File: src/rtl/lap_period_decoder_if.sv
// lap_period_decoder_if: sample/lap inputs and decoded lap outputs of lap_period_decoder.
interface lap_period_decoder_if #(parameter int WL = 4);
  logic          iEN;
  logic          iLAP;
  logic [WL-1:0] iMV;
  logic          iCLR;
  logic [WL-1:0] oCNT;
  logic [WL-1:0] oLEN;
  logic          oVALID;
  logic          oLOCK;
  logic          oERR;
  modport master (output iEN, iLAP, iMV, iCLR, input oCNT, oLEN, oVALID, oLOCK, oERR);
  modport slave  (input iEN, iLAP, iMV, iCLR, output oCNT, oLEN, oVALID, oLOCK, oERR);
endinterface

File: src/rtl/lap_period_decoder.sv
// lap_period_decoder: measures lap lengths in samples and locks onto an expected length.
// Define LAP_ERR_STICKY_EN to make oERR sticky until iCLR; otherwise it is a one-cycle pulse.
module lap_period_decoder #(
  parameter int WL       = 4,
  parameter int LOCK_CNT = 2
) (
  input logic iCLK,
  input logic iRSTn,
  lap_period_decoder_if.slave bus
);
  typedef enum logic [1:0] {IDLE, ACQ, LOCKED} state_t;
  localparam logic [WL-1:0] MAX = '1;
  state_t        state_q, state_d;
  logic [WL-1:0] cnt_q, cnt_d, len_q, len_d, lap_len;
  logic [2:0]    mcnt_q, mcnt_d, mcnt_inc;
  logic          ovf_q, ovf_d, valid_q, valid_d, lock_q, lock_d, err_q, err_d;
  logic          sat, lap_end, match, fail;
  always_comb begin
    sat      = cnt_q == MAX;
    lap_end  = bus.iEN & bus.iLAP;
    lap_len  = sat ? MAX : cnt_q + WL'(1);
    match    = (lap_len == bus.iMV) && !ovf_q;
    mcnt_inc = mcnt_q + 3'd1;
    cnt_d    = lap_end ? '0 : (bus.iEN && !sat) ? cnt_q + WL'(1) : cnt_q;
    ovf_d    = lap_end ? 1'b0 : ovf_q | (bus.iEN & sat);
    valid_d  = lap_end && state_q != IDLE;
    len_d    = valid_d ? lap_len : len_q;
    fail     = lap_end && state_q == LOCKED && !match;
    state_d  = state_q;
    mcnt_d   = mcnt_q;
    if (lap_end) begin
      if (state_q == IDLE || !match) begin
        state_d = ACQ;
        mcnt_d  = '0;
      end else if (state_q == ACQ) begin
        mcnt_d  = mcnt_inc;
        state_d = (mcnt_inc == 3'(LOCK_CNT)) ? LOCKED : ACQ;
      end
    end
    lock_d = state_d == LOCKED;
`ifdef LAP_ERR_STICKY_EN
    err_d = fail | (err_q & ~bus.iCLR);
`else
    err_d = fail;
`endif
  end
`ifndef LAP_ERR_STICKY_EN
  logic unused_clr;
  assign unused_clr = bus.iCLR;
`endif
  always_ff @(posedge iCLK or negedge iRSTn) begin
    if (!iRSTn) begin
      state_q <= IDLE;
      cnt_q   <= '0;
      len_q   <= '0;
      mcnt_q  <= '0;
      ovf_q   <= 1'b0;
      valid_q <= 1'b0;
      lock_q  <= 1'b0;
      err_q   <= 1'b0;
    end else begin
      state_q <= state_d;
      cnt_q   <= cnt_d;
      len_q   <= len_d;
      mcnt_q  <= mcnt_d;
      ovf_q   <= ovf_d;
      valid_q <= valid_d;
      lock_q  <= lock_d;
      err_q   <= err_d;
    end
  end
  assign bus.oCNT   = cnt_q;
  assign bus.oLEN   = len_q;
  assign bus.oVALID = valid_q;
  assign bus.oLOCK  = lock_q;
  assign bus.oERR   = err_q;
endmodule

File: src/flat_wrapper.sv
// flat-port wrapper written by rule: the top's interface ports become plain ports
module lap_period_decoder_flat 
#(
  parameter int WL       = 4,
  parameter int LOCK_CNT = 2
)
  (iCLK, iRSTn, bus_iEN, bus_iLAP, bus_iMV, bus_iCLR, bus_oCNT, bus_oLEN, bus_oVALID, bus_oLOCK, bus_oERR);
  lap_period_decoder_if #(.WL(WL)) bus_i ();
  input logic iCLK;
  input logic iRSTn;
  input wire logic [$bits(bus_i.iEN)-1:0] bus_iEN;
  input wire logic [$bits(bus_i.iLAP)-1:0] bus_iLAP;
  input wire logic [$bits(bus_i.iMV)-1:0] bus_iMV;
  input wire logic [$bits(bus_i.iCLR)-1:0] bus_iCLR;
  output wire logic [$bits(bus_i.oCNT)-1:0] bus_oCNT;
  output wire logic [$bits(bus_i.oLEN)-1:0] bus_oLEN;
  output wire logic [$bits(bus_i.oVALID)-1:0] bus_oVALID;
  output wire logic [$bits(bus_i.oLOCK)-1:0] bus_oLOCK;
  output wire logic [$bits(bus_i.oERR)-1:0] bus_oERR;
  assign bus_i.iEN = bus_iEN;
  assign bus_i.iLAP = bus_iLAP;
  assign bus_i.iMV = bus_iMV;
  assign bus_i.iCLR = bus_iCLR;
  assign bus_oCNT = bus_i.oCNT;
  assign bus_oLEN = bus_i.oLEN;
  assign bus_oVALID = bus_i.oVALID;
  assign bus_oLOCK = bus_i.oLOCK;
  assign bus_oERR = bus_i.oERR;
  lap_period_decoder #(.WL(WL), .LOCK_CNT(LOCK_CNT)) u_core (.iCLK(iCLK), .iRSTn(iRSTn), .bus(bus_i));
endmodule
File: config.mk
export PLATFORM = sky130hd
export DESIGN_NAME = lap_period_decoder_flat
export DESIGN_NICKNAME = d
export VERILOG_FILES = /design/src/rtl/lap_period_decoder_if.sv /design/src/rtl/lap_period_decoder.sv /design/src/flat_wrapper.sv
export SDC_FILE = /design/constraint.sdc
export NUM_CORES = 1
export LEC_CHECK = 0
export ABC_CLOCK_PERIOD_IN_PS = 2600
export CAP_MARGIN = 25
export CORE_MARGIN = 4
export CORE_UTILIZATION = 49
export CTS_BUF_LIST = sky130_fd_sc_hd__clkbuf_4 sky130_fd_sc_hd__clkbuf_8 sky130_fd_sc_hd__clkbuf_16
export CTS_CLUSTER_DIAMETER = 150
export DETAILED_ROUTE_END_ITERATION = 10
export PLACE_DENSITY = 0.77
export RECOVER_POWER = 100
export SLEW_MARGIN = 20
export SYNTH_ARGS = -nofsm -noshare
export SYNTH_HDL_FRONTEND = slang
export SYNTH_SLANG_ARGS = --single-unit
File: constraint.sdc
create_clock -name iCLK -period 2.6 [get_ports iCLK]
set_input_delay 0.52 -clock iCLK [delete_from_list [all_inputs] [get_ports iCLK]]
set_output_delay 0.52 -clock iCLK [all_outputs]
set_load 0.005 [all_outputs]
* Word level (Yosys, flattened, before mapping)
Index checks and enable logic that the tools add are counted.
** Operators by class
- Reductions and logical operators :: 14
- Eq/ne operators :: 6
- Bitwise logic cells :: 3
- $add $sub $neg :: 2
- Multiplexer cells :: 10
** Operators with widths (number)
- 4-bit two-way mux :: 3
- 2-bit two-way mux :: 4
- 3-bit two-way mux :: 2
- 2-bit nonzero test :: 3
- 1-bit logical AND :: 5
- 4-bit by 1-bit adder with 4-bit output (second input constant) :: 1
- 2-bit equality test (second input constant) :: 2
- 4-bit equality test :: 1
- 4-bit equality test (second input constant) :: 1
- 3-bit by 1-bit adder with 3-bit output (second input constant) :: 1
- 3-bit by 2-bit equality test with 1-bit output (second input constant) :: 1
- 1-bit zero test :: 3
- 1-bit bitwise AND :: 2
- 2-bit by 1-bit equality test with 1-bit output (second input constant) :: 1
- 2-bit zero test :: 1
- 2-bit AND reduction :: 1
- 1-bit logical OR :: 1
- 1-bit two-way mux :: 1
- 1-bit OR :: 1
** Storage, ports and cells
- Flip-flop bits (word level) :: 17
- Input port bits :: 9

* Depth between registers and ports, before layout
Gate-level depths: netlist (run 1).
- Depth after elaboration :: 9
- Gate-level depth with buffers :: 7
- Depth with buffers taken out :: 6

* Least setup slack after synthesis (run 1)
No wires, ideal clock.
- Path type :: reg2reg
- Start point :: register u_core.cnt_q[0] (netlist: u_core.bus.oCNT[0])
- End point :: register u_core.state_q[0]
- Path slack :: 641 ps
- Setup time :: 119 ps
- Stages on the path, launching flop included :: 8
- Arrival :: 1840 ps
- Buffers on the path :: 1
- Data required time :: 2481 ps
- Clock period less this slack :: 1959 ps
- Cell sequence :: dfrtp_1 ha_1 buf_2 nand3_1 a21oi_2 a2111oi_4 a41oi_2 o21a_1
** Between the ends
- Word-level cells in the longest chain between the ends :: 8
** Ends and longest elaborated chain
- from (decl) :: RTL line lap_period_decoder.sv:14 : logic [WL-1:0] cnt_q, cnt_d, len_q, len_d, lap_len;
- from (signal assigned) :: RTL line lap_period_decoder.sv:63 : cnt_q <= cnt_d;
- 4-bit by 1-bit adder with 4-bit output / 4-bit equality test (equally long branches) :: RTL line lap_period_decoder.sv:21, lap_period_decoder.sv:19
- 4-bit two-way mux * :: RTL line lap_period_decoder.sv:21 : lap_len = sat ? MAX : cnt_q + WL'(1);
- 4-bit equality test * :: RTL line lap_period_decoder.sv:22 : match = (lap_len == bus.iMV) && !ovf_q;
- 1-bit logical AND * :: RTL line lap_period_decoder.sv:22
- 1-bit zero test * :: RTL line lap_period_decoder.sv:32 : if (state_q == IDLE || !match) begin
- 1-bit logical OR * :: RTL line lap_period_decoder.sv:32
- 2-bit two-way mux * :: RTL line lap_period_decoder.sv:32
- 2-bit two-way mux * :: RTL line lap_period_decoder.sv:31 : if (lap_end) begin
- via u_core.state_d[0] :: RTL line lap_period_decoder.sv:13 : state_t state_q, state_d;
- to (signal assigned) :: RTL line lap_period_decoder.sv:62 : state_q <= state_d;
- to (decl) :: RTL line lap_period_decoder.sv:13
Mark *: on every way through the listed nets, which the timed path passes. The rest lies on a longest branch.
A chain may end at the register's enable or synchronous reset.

* Worst setup path after layout (run 1)
Same ends and word-level chain as after synthesis.

==> results.py, run 1 <==
metrics = {
    "logic_synthesis": {
        "ys_types": 34,
        "ys_top_cells_by_area": "dfrtp_1, a21oi_1, o21ai_0",
        "synth_top_area_share": 0.435,
        "netlist_area_um2": 977,
        "ys.flop_type": "dfrtp_1",
        "synth_area_leader_cell": "dfrtp_1",
        "yosysSeqAreaShare": 0.435,
        "ys_warn_count": 0,
        "synth-async-reset-ratio": 1.00,
        "synth_compound_area_frac": 0.230,
        "synth_top_family_by_area": "compound AO/OA/AOI/OAI gates",
        "synth_most_common_cell": "dfrtp_1",
        "synth_commonest_cells": "dfrtp_1, nand2_1, a21oi_1, o21ai_0, inv_1",
        "synth_seq_cells": 17,
        "syn_inst": 100,
        "synthAdderAreaFrac": 0.0384,
        "synth_mux_area_frac": 0.0230,
        "synth_xor_area_frac": 0.0461,
        "syn-num-nets": 112,
        "synth_edf_count": 0,
        "yosys.area_share.simple": 0.178,
        "avgSynthCellArea_um2": 9.77,
    },
    "routing": {
        "drt_iter0_markers": 15,
        "wl_met3_um": 105,
        "ant_nets": 0,
        "drt_drc_violations_left": 0,
        "top_layer_used": "met4",
        "routedWlPerCell_um": 13.9,
        "routed_wl_um": 1980,
        "wl_met1_um": 899,
        "first_pass_iters": 4,
        "viasPerCell": 5.54,
        "dr_wl_met2_um": 944,
        "via_count": 786,
    },
    "clock_network": {
        "path_clk_slew_ns": 0.10,
        "cts_setup_buffers": 0,
        "root_buffer": "clkbuf_4",
        "post_cts_resize_count": 0,
        "numCtsBuffers": 3,
        "htreeDepth": 1,
        "cts_tree": "done",
        "cts_buffer_depth": 2,
        "hold_buffers": 0,
        "clkLatencyLatePin_ns": 0.29,
        "cts.sinks": 17,
    },
    "worst_setup_path": {
        "path_class": "flip-flop to flip-flop",
        "critPathBufInv": 0,
        "cp.depth": 6,
        "r2r_cells": 6,
        "critPathMaxStageDelay_ns": 0.49,
        "crit_path_start_kind": "flip-flop",
        "r2r_setup_slack_ns": 0.39,
        "cp_max_fo": 9,
        "cp_top_family": "compound AO/OA/AOI/OAI gates",
        "required_ns": 2.79,
        "cp_cell_sequence": "ha_1 -> nand3_1 -> a21oi_1 -> a2111oi_4 -> a41oi_1 -> o21a_1",
        "crit_slowest_cell": "dfrtp_1",
        "critPathArrivalTime_ns": 2.40,
        "end_kind": "flip-flop",
    },
    "flow_run": {
        "cap_violations": 0,
    },
    "placement": {
        "dp_hpwl_um": 1500,
        "portBuffers": 18,
        "gp_congestion": 0.786,
    },
    "layout": {
        "seq_area_um2": 425,
        "fill_cells": 169,
        "diodes": 0,
        "drive_gt1_frac": 0.0769,
        "syn_to_final_growth_pct": 20.6,
        "nets": 130,
        "multi_input_area_um2": 488,
    },
    "sta": {
        "rsz0062_at_grt": "false",
        "period_share": 0.849,
        "worstMarginPinSlew_ns": 0.863,
        "slew_headroom": 0.419,
        "clock_skew_ns": 0.000423,
        "finalSetupViolations": 0,
        "setup_tns_ns": 0,
        "fmax_ghz": 0.453,
        "slew_viol_final": 0,
        "final.min_clock_period_ns": 2.21,
        "hold_viol_final": 0,
    },
    "global_route": {
        "antenna_found_initial": 0,
        "grtUsageTotal": 0.168,
        "grt_pass1_wl_um": 3400,
        "grt_max_degree": 18,
        "grt_overflow": 0,
        "grt_pass1_vias": 764,
    },
    "die": {
        "die_w_um": 52.7,
        "rows": 15,
        "initial_core_util": 0.542,
        "dieArea_mm2": 0.00277,
        "fp.dieH_um": 52.7,
        "ios": 20,
        "fp.coreArea_mm2": 0.00180,
    },
    "run_status": {
        "status": "finished, final reports clean",
    },
    "min_path": {
        "min_path_type": "flip-flop to flip-flop",
        "hold_depth": 2,
    },
    "pwr": {
        "power_density_mw_per_mm2": 501,
        "p_total_w": 0.000591,
        "ir_drop_mv": 0.315,
        "power_leakage_nw": 0.511,
    },
}
flip-flops by register name (all words and copies together) (netlist names):
signal             flops
u_core.bus.oVALID      1
u_core.bus.oCNT        4
u_core.bus.oLOCK       1
u_core.bus.oERR        1
u_core.state_q         2
u_core.mcnt_q          3
u_core.ovf_q           1
u_core.bus.oLEN        4
power breakdown:
| part | internal [W] | switching, W |
|---|---|---|
| clock network | 0.0000571 | 0.0000870 |
| registers | 0.000285 | 0.0000244 |
| logic | 0.0000681 | 0.0000688 |
| total | 0.000411 | 0.000180 |
routing by layer:
metal  vias up  global-route usage
li1        392                   -
met1       372               0.209
met2        18               0.283
met3         4              0.0256
met4         0              0.0766
met5         -                   0
area by class of cell:
class	instances	area share
Tap cell	25	0.0265
Clock buffer	3	0.0191
Clock inverter	1	0.00425
Inverter	7	0.0223
Multi-Input combinational cell	71	0.414
Timing Repair Buffer	18	0.153
Sequential cell	17	0.361
cell usage in the layout, fill, tap and decap left out, types with 4 or more instances in the layout:
cell type / count
dlygate4sd3_1: 13
nand4_1: 5
nand2_1: 9
clkdlybuf4s50_1: 5
a21oi_1: 9
dfrtp_1: 17
nor2_1: 4
o21ai_0: 11
inv_1: 7
cell families (layout without fill, tap and decap cells):
group,after synthesis,after routing
buf+inv,12,29
compound gates,32,32
simple gates,32,32
xor+xnor,3,3
fa+ha+maj,3,3
mux,1,1
flops,17,17
worst paths after layout:
kind | from | end
worst max-delay path | u_core.bus.oCNT[0] | u_core.state_q[0]
max in group asynchronous | iRSTn | u_core.state_q[1]
worst min register to register | u_core.bus.oLEN[2] | u_core.bus.oLEN[2]
min in group asynchronous | iRSTn | u_core.bus.oCNT[2]
worst min-delay path | u_core.bus.oLEN[2] | u_core.bus.oLEN[2]
worst max register to register | u_core.bus.oCNT[0] | u_core.state_q[0]
worst reg2reg max path: stages (launching register included):
cell and delay [ns]:
dfrtp_1 0.49, ha_1 0.35, nand3_1 0.21, a21oi_1 0.15
a2111oi_4 0.44, a41oi_1 0.26, o21a_1 0.22
through the flow:
stage / hold slack (ns) / worst slack, ns / cell area [µm²] / instances / utilization
after detailed placement: 0.465 / 0.415 / 1170 / 138 / 0.648
after floorplan: 0.224 / 0.641 / 977 / 100 / -
after global placement: 0.460 / 0.452 / 1170 / 138 / 0.648
final: 0.481 / 0.393 / 1180 / 142 / 0.654
after CTS: 0.490 / 0.459 / 1190 / 142 / 0.663
after global routing: 0.510 / 0.244 / 1180 / 142 / 0.654
Power figures use the tool's default switching activity.
==> run 2: changes to the inputs <==
--- a/config.mk
+++ b/config.mk
@@ -5,7 +5,7 @@
 export SDC_FILE = /design/constraint.sdc
 export NUM_CORES = 1
 export LEC_CHECK = 0
-export ABC_CLOCK_PERIOD_IN_PS = 2600
+export ABC_CLOCK_PERIOD_IN_PS = 2300
 export CAP_MARGIN = 25
 export CORE_MARGIN = 4
 export CORE_UTILIZATION = 49
==> constraint.sdc (replaced) <==
create_clock -name iCLK -period 2.3 [get_ports iCLK]
set_input_delay 0.46 -clock iCLK [delete_from_list [all_inputs] [get_ports iCLK]]
set_output_delay 0.46 -clock iCLK [all_outputs]
set_load 0.005 [all_outputs]
==> results.py, run 2 (same netlist as run 1, synthesis figures left out) <==
metrics = {
    "run_status": {
        "status": "finished, final reports clean",
    },
    "worst_setup_path": {
        "cp_top_family": "compound AO/OA/AOI/OAI gates",
        "required_ns": 2.50,
        "crit_path_start_kind": "flip-flop",
        "critPathArrivalTime_ns": 2.26,
        "r2r_cells": 6,
        "critPathBufInv": 0,
        "critPathMaxStageDelay_ns": 0.45,
        "cp_max_fo": 9,
        "end_kind": "flip-flop",
        "crit_slowest_cell": "dfrtp_1",
        "path_class": "flip-flop to flip-flop",
        "cp_cell_sequence": "ha_1 -> and3_1 -> a21oi_2 -> a2111oi_4 -> a41oi_1 -> o21a_1",
        "cp.depth": 6,
    },
    "pwr": {
        "power_density_mw_per_mm2": 563,
        "swShare": 0.307,
        "clockPowerShare": 0.244,
        "p_int_w": 0.000471,
        "p_seq_frac": 0.510,
        "ir_drop_mv": 0.397,
        "power_leakage_nw": 0.523,
        "power_switching_w": 0.000209,
        "pwr-share-comb": 0.246,
    },
    "sta": {
        "setup_tns_ns": 0,
        "fmax_ghz": 0.486,
        "clock_skew_ns": 0.00658,
        "final.min_clock_period_ns": 2.06,
        "slew_viol_final": 0,
        "rsz0062_at_grt": "false",
        "slew_headroom": 0.456,
        "worstMarginPinSlew_ns": 0.808,
        "hold_viol_final": 0,
        "period_share": 0.895,
        "finalSetupViolations": 0,
    },
    "layout": {
        "nets": 135,
        "diodes": 0,
        "fill_cells": 154,
        "final_cell_mix": "dfrtp_1, dlygate4sd3_1, o21ai_0",
        "drive_gt1_frac": 0.0984,
        "stdcell_area_mm2": 0.00121,
        "syn_to_final_growth_pct": 23.7,
        "layout_commonest_cell": "dfrtp_1",
    },
    "routing": {
        "routedWlPerCell_um": 14.1,
        "via_count": 806,
        "ant_nets": 0,
        "routed_wl_um": 2070,
        "first_pass_iters": 4,
        "drt_iter0_markers": 9,
        "viasPerCell": 5.48,
        "drt_drc_violations_left": 0,
    },
    "die": {
        "fp.dieH_um": 52.7,
        "ios": 20,
        "dieArea_mm2": 0.00277,
        "initial_core_util": 0.542,
        "rows": 15,
        "fp.coreArea_mm2": 0.00180,
        "die_w_um": 52.7,
    },
    "global_route": {
        "grt_pass1_vias": 819,
        "grtUsageTotal": 0.180,
        "antenna_found_initial": 0,
        "grt_max_degree": 11,
        "grt_overflow": 0,
        "grt_pass1_wl_um": 3610,
    },
    "placement": {
        "dpl-instance-area_mm2": 0.00120,
        "dp_hpwl_um": 1600,
        "gp_congestion": 0.810,
        "portBuffers": 18,
    },
    "min_path": {
        "hold_depth": 2,
        "min_path_type": "flip-flop to flip-flop",
    },
    "clock_network": {
        "htreeDepth": 1,
        "numCtsBuffers": 3,
        "hold_buffers": 0,
        "post_cts_resize_count": 0,
        "root_buffer": "clkbuf_4",
        "cts_buffer_depth": 2,
        "clkLatencyLatePin_ns": 0.30,
        "cts.sinks": 17,
        "cts_tree": "done",
        "path_clk_slew_ns": 0.11,
        "cts_setup_buffers": 0,
    },
    "flow_run": {
        "cap_violations": 0,
    },
}
## run 2: changes by cell type in the layout (fill, tap and decap cells not counted)
cell | before | now
dlygate4sd3_1 | 13 | 12
clkbuf_1 | 0 | 3
buf_4 | 0 | 2
a21oi_1 | 9 | 8
clkdlybuf4s50_1 | 5 | 6
a21oi_2 | 1 | 2
## run 2: path summary, 6_finish.rpt
path | from | to | slack, ns
min in group asynchronous | iRSTn | u_core.bus.oCNT[2] | 0.52
min reg2reg | u_core.bus.oLEN[2] | u_core.bus.oLEN[2] | 0.48
max in group asynchronous | iRSTn | u_core.state_q[1] | 1.05
max | u_core.bus.oCNT[1] | u_core.state_q[0] | 0.24
max reg2reg | u_core.bus.oCNT[1] | u_core.state_q[0] | 0.24
min | u_core.bus.oLEN[2] | u_core.bus.oLEN[2] | 0.48
## run 2: final cells by class
type	count	area, µm²	area share
Timing Repair Buffer	23	206	0.171
Tap cell	25	31.3	0.0259
Sequential cell	17	425	0.352
Multi-Input combinational cell	71	492	0.407
Clock buffer	3	22.5	0.0186
Clock inverter	1	5.00	0.00414
Inverter	7	26.3	0.0217
## run 2: stage by stage
stage | power (W) | std cells | hold WS, ns | worst slack [ns] | utilization
floorplan | 0.000446 | 100 | 0.164 | 0.341 | -
global placement | 0.000528 | 143 | 0.461 | 0.234 | 0.669
detailed placement | 0.000535 | 143 | 0.469 | 0.189 | 0.669
CTS | 0.000700 | 147 | 0.475 | 0.323 | 0.684
global route | 0.000724 | 147 | 0.536 | 0.101 | 0.671
finish | 0.000680 | 147 | 0.482 | 0.242 | 0.671
## run 2: tightest hold or removal path, stage by stage (launching register included)
cell and delay (ns):
dfrtp_1 0.35, nand2_1 0.05, o21ai_0 0.06
## run 2: power by group through the flow
stage	clock [W]	combinational (W)	sequential (W)
after floorplan	0	0.0000976	0.000348
after global placement	0	0.000176	0.000352
after detailed placement	0	0.000180	0.000354
after CTS	0.000171	0.000181	0.000348
after global routing	0.000185	0.000186	0.000353
final	0.000166	0.000167	0.000347
## run 2: layer usage
metal,vias up,global-route usage,share of wire
li1,405,-,-
met1,383,0.227,0.49
met4,0,0.0809,0.014
met5,-,0,0
met3,4,0.0313,0.036
met2,14,0.298,0.46
==> run 3: changes to the inputs <==
--- a/config.mk
+++ b/config.mk
@@ -5,6 +5,7 @@
 export SDC_FILE = /design/constraint.sdc
 export NUM_CORES = 1
 export LEC_CHECK = 0
+export ABC_AREA = 1
 export ABC_CLOCK_PERIOD_IN_PS = 2300
 export CAP_MARGIN = 25
 export CORE_MARGIN = 4
@@ -14,6 +15,7 @@
 export DETAILED_ROUTE_END_ITERATION = 10
 export PLACE_DENSITY = 0.77
 export RECOVER_POWER = 100
+export REMOVE_ABC_BUFFERS = 1
 export SLEW_MARGIN = 20
 export SYNTH_ARGS = -nofsm -noshare
 export SYNTH_HDL_FRONTEND = slang
==> results.py, run 3 <==
metrics = {
    "clock_network": {
        "path_clk_slew_ns": 0.10,
        "root_buffer": "clkbuf_4",
        "htreeDepth": 1,
        "clkLatencyLatePin_ns": 0.29,
        "cts_buffer_depth": 2,
        "numCtsBuffers": 3,
        "post_cts_resize_count": 0,
        "cts.sinks": 17,
        "cts_tree": "done",
        "cts_setup_buffers": 0,
        "hold_buffers": 0,
    },
    "pwr": {
        "p_int_w": 0.000443,
        "p_seq_frac": 0.538,
        "pwr-share-comb": 0.203,
        "power_switching_w": 0.000181,
        "swShare": 0.290,
        "ir_drop_mv": 0.312,
        "power_density_mw_per_mm2": 530,
        "clockPowerShare": 0.259,
        "power_leakage_nw": 0.601,
    },
    "worst_setup_path": {
        "crit_slowest_cell": "dfrtp_1",
        "critPathArrivalTime_ns": 2.22,
        "cp_cell_sequence": "ha_1 -> nand3_2 -> nand3_1 -> nand2_1 -> inv_1 -> nand2_2 -> nor2_4 -> nand2_1 -> nand2_2 -> nand2_2 -> nand2_1 -> nand2_1",
        "critPathMaxStageDelay_ns": 0.56,
        "path_class": "flip-flop to flip-flop",
        "cp_max_fo": 13,
        "crit_path_frequent_cell": "nand2_1",
        "critPathBufInv": 1,
        "end_kind": "flip-flop",
        "crit_path_start_kind": "flip-flop",
        "r2r_setup_slack_ns": 0.27,
        "cp_top_family": "simple AND/OR/NAND/NOR gates",
        "required_ns": 2.49,
    },
    "flow_run": {
        "cap_violations": 0,
    },
    "die": {
        "fp.dieH_um": 52.0,
        "fp.coreArea_mm2": 0.00178,
        "rows": 15,
        "ios": 20,
        "initial_core_util": 0.532,
        "dieArea_mm2": 0.00270,
        "die_w_um": 52.0,
    },
    "sta": {
        "finalSetupViolations": 0,
        "fmax_ghz": 0.493,
        "slew_viol_final": 0,
        "period_share": 0.881,
        "clock_skew_ns": 0.00191,
        "setup_tns_ns": 0,
        "worstMarginPinSlew_ns": 0.898,
        "slew_headroom": 0.401,
        "final.min_clock_period_ns": 2.03,
        "rsz0062_at_grt": "false",
        "hold_viol_final": 0,
    },
    "logic_synthesis": {
        "ys_types": 21,
        "synth_edf_count": 0,
        "yosysSeqAreaShare": 0.449,
        "syn_inst": 118,
        "synth_seq_cells": 17,
        "synth_most_common_cell": "nand2_1",
        "synth_commonest_cells": "nand2_1, dfrtp_1, inv_1, nor2_1",
        "synth_area_leader_cell": "dfrtp_1",
        "ys_top_cells_by_area": "dfrtp_1, nand2_1, inv_1",
        "ys.flop_type": "dfrtp_1",
        "synth_top_area_share": 0.449,
        "netlist_area_um2": 948,
        "synth-async-reset-ratio": 1.00,
        "ys_warn_count": 0,
        "avgSynthCellArea_um2": 8.04,
    },
    "global_route": {
        "grt_max_degree": 18,
        "grtUsageTotal": 0.168,
        "grt_use_met3": 0.0287,
        "grt_pass1_vias": 805,
        "met2_usage": 0.264,
        "met1_usage": 0.212,
        "antenna_found_initial": 0,
        "grt.busiest_layer": "met2",
        "grt_pass1_wl_um": 3310,
        "grt_overflow": 0,
    },
    "routing": {
        "via_count": 844,
        "routed_wl_um": 1900,
        "drt_iter0_markers": 13,
        "first_pass_iters": 4,
        "routedWlPerCell_um": 11.5,
        "ant_nets": 0,
        "drt_drc_violations_left": 0,
        "viasPerCell": 5.08,
    },
    "layout": {
        "final_util": 0.660,
        "nets": 154,
        "syn_to_final_growth_pct": 24.0,
        "layout_commonest_cell": "nand2_1",
        "diodes": 0,
        "fill_cells": 169,
        "final_cell_mix": "nand2_1, inv_1, dfrtp_1",
        "drive_gt1_frac": 0.106,
    },
    "placement": {
        "portBuffers": 18,
        "gp_congestion": 0.840,
        "dp_hpwl_um": 1460,
    },
    "min_path": {
        "min_path_type": "flip-flop to flip-flop",
    },
    "run_status": {
        "status": "finished, final reports clean",
    },
}
[run 3: cell families (layout without fill, tap and decap cells)]
logic type | after synthesis | in the layout | share of synthesized area
flops | 17 | 17 | 0.449
fa+ha+maj | 3 | 3 | 0.0396
simple gates | 66 | 66 | 0.336
buf+inv | 18 | 41 | 0.0792
xor+xnor | 1 | 1 | 0.00924
compound gates | 13 | 13 | 0.0871
[run 3: worst paths after layout]
| kind | endpoint | depth (start not counted) | start |
|---|---|---|---|
| max | u_core.mcnt_q[1] | 12 | u_core.bus.oCNT[0] |
| min | u_core.bus.oERR | 1 | u_core.state_q[0] |
| max reg2reg | u_core.mcnt_q[1] | 12 | u_core.bus.oCNT[0] |
| min reg2reg | u_core.bus.oERR | 1 | u_core.state_q[0] |
| max in group asynchronous | u_core.mcnt_q[0] | 2 | iRSTn |
| min in group asynchronous | u_core.bus.oLEN[2] | 2 | iRSTn |
[run 3: layer usage]
layer  up-vias  part of all wire
met4         0             0.021
met1       386              0.44
met3         5             0.043
met2        27              0.49
met5         -                 0
li1        426                 -
[run 3: power groups by stage]
stage | clock, W | combinational [W] | sequential, W
finish | 0.000161 | 0.000127 | 0.000336
global route | 0.000187 | 0.000146 | 0.000339
CTS | 0.000167 | 0.000139 | 0.000336
detailed placement | 0 | 0.000138 | 0.000342
global placement | 0 | 0.000135 | 0.000340
floorplan | 0 | 0.0000695 | 0.000340
[run 3: cell type report]
class                           count  area, µm²  area share
Timing Repair Buffer               20        188       0.160
Clock inverter                      1       5.00     0.00426
Tap cell                           25       31.3      0.0266
Clock buffer                        3       22.5      0.0191
Sequential cell                    17        425       0.362
Multi-Input combinational cell     83        440       0.374
Inverter                           17       63.8      0.0543
[run 3: per-stage QoR]
stage / cells / instance area, µm² / setup slack [ns] / power (W) / hold WS (ns)
2_1_floorplan: 117 / 937 / 0.616 / 0.000410 / 0.164
3_3_place_gp: 162 / 1160 / 0.406 / 0.000475 / 0.489
3_5_place_dp: 162 / 1160 / 0.324 / 0.000481 / 0.493
4_1_cts: 166 / 1190 / 0.298 / 0.000642 / 0.487
5_1_grt: 166 / 1180 / 0.0473 / 0.000673 / 0.531
6_report: 166 / 1180 / 0.273 / 0.000624 / 0.510
[run 3: worst register-to-register path, cell delays in order (launching register included)]
cell	delay, ns
dfrtp_1	0.56
ha_1	0.30
nand3_2	0.26
nand3_1	0.15
nand2_1	0.06
inv_1	0.06
nand2_2	0.06
nor2_4	0.14
nand2_1	0.11
nand2_2	0.08
nand2_2	0.06
nand2_1	0.06
nand2_1	0.05
